<file path="config.mk">
export PLATFORM = sky130hd
export DESIGN_NAME = ili9341_bus_rx
export DESIGN_NICKNAME = d
export VERILOG_FILES = /design/src/rtl/ili9341_pkg.sv /design/src/rtl/ili9341_bus_sampler.sv /design/src/rtl/ili9341_bus_rx.sv
export SDC_FILE = /design/constraint.sdc
export NUM_CORES = 1
export LEC_CHECK = 0
export ABC_CLOCK_PERIOD_IN_PS = 2000
export CELL_PAD_IN_SITES_DETAIL_PLACEMENT = 1
export CELL_PAD_IN_SITES_GLOBAL_PLACEMENT = 2
export CORE_MARGIN = 5
export CORE_UTILIZATION = 31
export CTS_CLUSTER_SIZE = 30
export DETAILED_ROUTE_END_ITERATION = 10
export PLACE_DENSITY_LB_ADDON = 0.1
export REMOVE_ABC_BUFFERS = 1
export SYNTH_ARGS = -nofsm -noshare
export SYNTH_HDL_FRONTEND = slang
export SYNTH_SLANG_ARGS = --single-unit
</file>
<file path="constraint.sdc">
create_clock -name in_clk -period 2 [get_ports in_clk]
set_input_delay 0.4 -clock in_clk [delete_from_list [all_inputs] [get_ports in_clk]]
set_output_delay 0.4 -clock in_clk [all_outputs]
set_load 0.01 [all_outputs]
</file>
<file path="src/rtl/ili9341_pkg.sv">
// Shared constants and state encoding for the ILI9341 8080 write-bus decoder.
package ili9341_pkg;

  localparam logic [7:0] CMD_SWRESET = 8'h01;
  localparam logic [7:0] CMD_CASET   = 8'h2A;
  localparam logic [7:0] CMD_PASET   = 8'h2B;
  localparam logic [7:0] CMD_RAMWR   = 8'h2C;
  localparam logic [7:0] CMD_RAMWRC  = 8'h3C;

  localparam int unsigned ILI_COLS = 320;
  localparam int unsigned ILI_ROWS = 240;

  typedef enum logic [2:0] {
    ST_IDLE,
    ST_CASET,
    ST_PASET,
    ST_RAMWR,
    ST_IGNORE
  } state_t;

endpackage

</file>
<file path="src/rtl/ili9341_bus_sampler.sv">
// Registers every bus line once and detects the wr rising edge while cs is low.
module ili9341_bus_sampler (
  input  logic       clk,
  input  logic       rst,
  input  logic       raw_cs,
  input  logic       raw_cd,
  input  logic       raw_wr,
  input  logic       raw_rd,
  input  logic       raw_tft_rst,
  input  logic [7:0] raw_data,
  output logic       strobe,
  output logic       cd,
  output logic [7:0] data,
  output logic       tft_rst_n,
  output logic       rd_n
);

  logic       wr_q;
  logic       cs_q;
  logic       cd_q;
  logic [7:0] data_q;
  logic       tft_rst_q;
  logic       rd_q;

  // One register stage on every bus line; strobe lines idle high after reset.
  always_ff @(posedge clk) begin
    if (rst) begin
      wr_q      <= 1'b1;
      cs_q      <= 1'b1;
      cd_q      <= 1'b0;
      data_q    <= '0;
      tft_rst_q <= 1'b1;
      rd_q      <= 1'b1;
    end else begin
      wr_q      <= raw_wr;
      cs_q      <= raw_cs;
      cd_q      <= raw_cd;
      data_q    <= raw_data;
      tft_rst_q <= raw_tft_rst;
      rd_q      <= raw_rd;
    end
  end

  // Rising wr edge (registered low, live high) with chip select held low.
  always_comb begin
    strobe    = !wr_q && raw_wr && !cs_q;
    cd        = cd_q;
    data      = data_q;
    tft_rst_n = tft_rst_q;
    rd_n      = rd_q;
  end

endmodule

</file>
<file path="src/rtl/ili9341_bus_rx.sv">
// ILI9341 write-bus decoder: command decode, address windows, x/y walk, pixel assembly.
module ili9341_bus_rx
  import ili9341_pkg::*;
#(
  parameter int unsigned COLS   = ILI_COLS,
  parameter int unsigned ROWS   = ILI_ROWS,
  parameter int unsigned X_BITS = 9,
  parameter int unsigned Y_BITS = 9
) (
  input  logic              in_clk,
  input  logic              in_rst,
  input  logic              in_cs,
  input  logic              in_cd,
  input  logic              in_wr,
  input  logic              in_rd,
  input  logic              in_tft_rst,
  input  logic [7:0]        in_data,
  output logic              cmd_valid,
  output logic [7:0]        cmd_code,
  output logic              pixel_valid,
  output logic [X_BITS-1:0] pixel_x,
  output logic [Y_BITS-1:0] pixel_y,
  output logic [15:0]       pixel_color,
  output logic              frame_done,
  output logic              err_window,
  output logic              err_read
);

  localparam logic [X_BITS-1:0] X_LAST = X_BITS'(COLS - 1);
  localparam logic [Y_BITS-1:0] Y_LAST = Y_BITS'(ROWS - 1);

  logic       strobe;
  logic       cd;
  logic [7:0] data;
  logic       tft_rst_n;
  logic       rd_n;
  logic       sync_rst;

  state_t state, state_next;

  logic [X_BITS-1:0] sc, ec, x;
  logic [Y_BITS-1:0] sp, ep, y;
  logic [2:0]        param_idx;
  logic [23:0]       shadow;
  logic              msb_phase;
  logic [7:0]        msb;
  logic              blocked;
  logic [15:0]       win_start;
  logic [15:0]       win_end;
  logic              win_bad;
  logic              entry_bad;

  ili9341_bus_sampler u_sampler (
    .clk         (in_clk),
    .rst         (in_rst),
    .raw_cs      (in_cs),
    .raw_cd      (in_cd),
    .raw_wr      (in_wr),
    .raw_rd      (in_rd),
    .raw_tft_rst (in_tft_rst),
    .raw_data    (in_data),
    .strobe      (strobe),
    .cd          (cd),
    .data        (data),
    .tft_rst_n   (tft_rst_n),
    .rd_n        (rd_n)
  );

  assign sync_rst = in_rst || !tft_rst_n;

  // Decoder state register.
  always_ff @(posedge in_clk) begin
    if (sync_rst) state <= ST_IDLE;
    else          state <= state_next;
  end

  // Next state from command bytes; window validity for the 4th param and RAMWR entry.
  always_comb begin
    state_next = state;
    win_start  = shadow[23:8];
    win_end    = {shadow[7:0], data};
    win_bad    = (win_start > win_end) ||
                 (32'(win_end) >= ((state == ST_CASET) ? COLS : ROWS));
    entry_bad  = (sc > ec) || (sp > ep);
    if (strobe && !cd) begin
      case (data)
        CMD_CASET:   state_next = ST_CASET;
        CMD_PASET:   state_next = ST_PASET;
        CMD_RAMWR:   state_next = ST_RAMWR;
        CMD_RAMWRC:  state_next = ST_RAMWR;
        CMD_SWRESET: state_next = ST_IDLE;
        default:     state_next = ST_IGNORE;
      endcase
    end
  end

  // Window registers, parameter shadowing, x/y walk and registered outputs.
  always_ff @(posedge in_clk) begin
    if (sync_rst) begin
      sc          <= '0;
      ec          <= X_LAST;
      sp          <= '0;
      ep          <= Y_LAST;
      x           <= '0;
      y           <= '0;
      param_idx   <= '0;
      shadow      <= '0;
      msb_phase   <= 1'b1;
      msb         <= '0;
      blocked     <= 1'b0;
      cmd_valid   <= 1'b0;
      cmd_code    <= '0;
      pixel_valid <= 1'b0;
      pixel_x     <= '0;
      pixel_y     <= '0;
      pixel_color <= '0;
      frame_done  <= 1'b0;
      err_window  <= 1'b0;
      err_read    <= 1'b0;
    end else begin
      cmd_valid   <= 1'b0;
      pixel_valid <= 1'b0;
      frame_done  <= 1'b0;
      if (!rd_n) err_read <= 1'b1;
      if (strobe && !cd) begin
        cmd_valid <= 1'b1;
        cmd_code  <= data;
        param_idx <= '0;
        msb_phase <= 1'b1;
        case (data)
          CMD_RAMWR: begin
            x       <= sc;
            y       <= sp;
            blocked <= entry_bad;
            if (entry_bad) err_window <= 1'b1;
          end
          CMD_RAMWRC: begin
            blocked <= entry_bad;
            if (entry_bad) err_window <= 1'b1;
          end
          CMD_SWRESET: begin
            sc <= '0;
            ec <= X_LAST;
            sp <= '0;
            ep <= Y_LAST;
          end
          default: ;
        endcase
      end else if (strobe && cd) begin
        case (state)
          ST_CASET, ST_PASET: begin
            if (param_idx != 3'd4) begin
              param_idx <= param_idx + 3'd1;
              case (param_idx)
                3'd0: shadow[23:16] <= data;
                3'd1: shadow[15:8]  <= data;
                3'd2: shadow[7:0]   <= data;
                default: begin
                  // Window commits only on the final byte; bad values still load, truncated.
                  if (win_bad) err_window <= 1'b1;
                  if (state == ST_CASET) begin
                    sc <= win_start[X_BITS-1:0];
                    ec <= win_end[X_BITS-1:0];
                  end else begin
                    sp <= win_start[Y_BITS-1:0];
                    ep <= win_end[Y_BITS-1:0];
                  end
                end
              endcase
            end
          end
          ST_RAMWR: begin
            if (!blocked) begin
              if (msb_phase) begin
                msb       <= data;
                msb_phase <= 1'b0;
              end else begin
                msb_phase   <= 1'b1;
                pixel_valid <= 1'b1;
                pixel_x     <= x;
                pixel_y     <= y;
                pixel_color <= {msb, data};
                if (x == ec) begin
                  x <= sc;
                  if (y == ep) begin
                    y          <= sp;
                    frame_done <= 1'b1;
                  end else begin
                    y <= y + Y_BITS'(1);
                  end
                end else begin
                  x <= x + X_BITS'(1);
                end
              end
            end
          end
          default: ;
        endcase
      end
    end
  end

endmodule

</file>
==> impl_metrics.csv <==
group,metric,value,unit
floorplan,dieWidth,162.5,µm
sta,final_max_slew_viol_count,0,
clock_tree,cts_buffer_depth,2,
power,p_leak,0.003840,µW
grt,grt.total_usage,18.78,%
finish,stdcell_count,1391,
setup_path,worstPathRequired,2.32,ns
logic_synthesis,synth_edf_count,0,
finish,most-common-layout-cells,"nand2_1, dfxtp_1, a21oi_1, buf_4, nor2_1",
clock_tree,clk_pin_slew,0.07,ns
sta,fin_crit,1.984,ns
placement,port_buffers,61,
flow_run,drv_cap,0,
clock_tree,h-tree-depth,4,
clock_tree,cts_buffers,17,
sta,hold_viol_final,0,
grt,grt_max_degree,54,
drt,wl_per_cell,17.63,µm
sta,clock_skew,0.01067,ns
drt,routed-via-count,6899,
clock_tree,cts_sinks,154,
logic_synthesis,yosys_warnings,0,
power,power_density,663.8,nW/µm²
finish,syn_to_final_growth,38.54,%
drt,drc,0,
placement,dp_cells,1347,
finish,final_common_cell,"nand2_1",
logic_synthesis,syn_area_per_cell,7.911,µm²
worst_hold_path,worstHoldPathType,"reg -> reg",
sta,setup_slack,0.01623,ns
logic_synthesis,syn_area,7207,µm²
logic_synthesis,syn_inst,911,
placement,gp_congestion,0.8236,
grt,grt_pass1_vias,7283,
sta,period_share,99.19,%
power,power,6628,µW
setup_path,arrival,2.31,ns
floorplan,start_util,31.64,%
grt,grt_pass1_wl,39510,µm
drt,ant_nets,0,
sta,setup_viol,0,
drt,vias_per_cell,4.960,
clock_tree,ctsRootBufferMaster,"clkbuf_16",
floorplan,core-area,22780,µm²
grt,antenna_found_initial,0,
logic_synthesis,synth_cell_types,56,
sta,relSlewSlack,68.36,%
drt,first_pass_iters,4,
logic_synthesis,async_flop_share,0,%
setup_path,cp_max_fo,13,
drt,routed_wl,24520,µm
logic_synthesis,synth_ff_type,"dfxtp_1",
clock_tree,clock_latency,0.44,ns
clock_tree,cts_tree,"yes",
finish,antennaDiodeCount,0,
setup_path,end_kind,"flip-flop",
floorplan,die_h,162.5,µm
sta,fmax,0.5041,GHz
sta,grt_setup_unrepaired,"true",
drt,drtIter0Drc,327,
grt,overflow,0,
placement,place_ws,-0.6626,ns
setup_path,cp-start-kind,"flip-flop",
finish,layout-drive-gt1-share,22.54,%
setup_path,path_class,"reg -> reg",
logic_synthesis,yosysSeqAreaShare,42.78,%
power,ir_drop,0.4698,mV
floorplan,ios,62,
logic_synthesis,synth-seq-cells,154,
finish,nNetsFinal,1122,
floorplan,num_rows,55,
outcome,status,"completed",
placement,dp_hpwl,17910,µm
sta,tightest_slew,0.4746,ns
sta,tns,0,ns
floorplan,die_area,26400,µm²
==> critical path, stage by stage (launching register included) <==
cell and delay (ns):
dfxtp_2 0.32, or4b_4 0.55, or3_4 0.39, o2bb2ai_4 0.17
buf_12 0.16, mux2i_1 0.18, a21oi_1 0.08
==> metal layers <==
layer / global-route usage [%] / up-vias / share of wire (%)
met3: 3.417 / 24 / 2.6
met5: 0 / - / 0
li1: - / 3404 / -
met2: 32.93 / 74 / 50
met4: 4.844 / 0 / 1.4
met1: 23.79 / 3397 / 46
==> timing repair <==
action / 4_1_cts / 5_1_grt
endpoints found under the setup margin: 55 / 83
pin swaps: 14 / 27
resized for setup: 21 / 69
cloned: 1 / 0
endpoints found under the hold margin: 0 / 0
buffers inserted: 4 / 7
hold buffers: 0 / 0
==> area by class of cell <==
| cell class | instances | area (µm²) |
|---|---|---|
| multi-input combinational | 653 | 4035 |
| clock buffer | 17 | 425.4 |
| inverter | 43 | 161.4 |
| sequential | 154 | 3099 |
| timing repair buffer | 196 | 1729 |
| fill | 2684 | 12790 |
| clock inverter | 15 | 142.6 |
| tap | 313 | 391.6 |
==> cells in the mapped netlist, types with 3 or more instances <==
library cell    n  area share, %
a211oi_1        3           0.31
a21oi_1       128            8.9
a221oi_1        4           0.49
a22oi_1         5           0.52
a31oi_1         3           0.26
and2_0          4           0.35
and2_1         10           0.87
and3_1          7           0.61
buf_2           3           0.21
clkbuf_1       53            2.8
dfxtp_1       154             43
ha_1           42            7.3
inv_1          43            2.2
mux2_2          3           0.47
mux2i_1         4           0.56
nand2_1       150            7.8
nand3_1        36            2.5
nand4_1        10           0.87
nand4bb_1       3           0.47
nor2_1         87            4.5
nor2b_1        14            1.2
nor3_1         25            1.7
nor3_2          3           0.42
nor3b_1         5           0.52
nor4_1          5           0.43
o211ai_1       12            1.3
o21ai_0        35            2.4
or2_2           5           0.43
xnor2_1        19            2.3
==> registers in the layout (all words and copies together) (netlist names), 3 cells and up <==
| signal | cells |
|---|---|
| shadow | 24 |
| pixel_color | 16 |
| ec | 9 |
| ep | 9 |
| pixel_x | 9 |
| pixel_y | 9 |
| sc | 9 |
| sp | 9 |
| x | 9 |
| y | 9 |
| cmd_code | 8 |
| msb | 8 |
| u_sampler.data | 8 |
| param_idx | 3 |
| state | 3 |
==> through the flow <==
step           area [µm²]  hold WS, ns  utilization (%)
5_1_grt              9985       0.4316            43.83
3_3_place_gp         8996       0.3992            39.49
6_report             9985       0.4171            43.83
3_5_place_dp         8996       0.4022            39.49
4_1_cts              9666       0.3995            42.43
2_1_floorplan        6962       0.3890                -
==> path summary, 6_finish.rpt <==
path	slack [ns]	startpoint	to	cells past startpoint
setup / recovery	0.02	u_sampler.cs_q$_SDFF_PP1_	y[0]$_SDFFE_PP0P_	6
hold / removal	0.42	u_sampler.rd_n$_SDFF_PP1_	err_read$_SDFFE_PP0N_	1
setup reg to reg	0.02	u_sampler.cs_q$_SDFF_PP1_	y[0]$_SDFFE_PP0P_	6
hold reg to reg	0.42	u_sampler.rd_n$_SDFF_PP1_	err_read$_SDFFE_PP0N_	1
==> report_power, final <==
part / internal, µW / switching, µW / total, µW
combinational: 139 / 185 / 324
sequential: 3080 / 15.5 / 3100
clock: 1730 / 1470 / 3210
==> kinds of logic after synthesis <==
family / share of synthesized area [%]
AOI/OAI and AO/OA: 16.60
and+or+nand+nor: 24.11
buffers and inverters: 5.642
DFF: 42.78
adders and majority gates: 7.292
muxes: 1.024
xor gates and xnor gates: 2.552
Note: power is estimated with default switching activity, not from simulation.
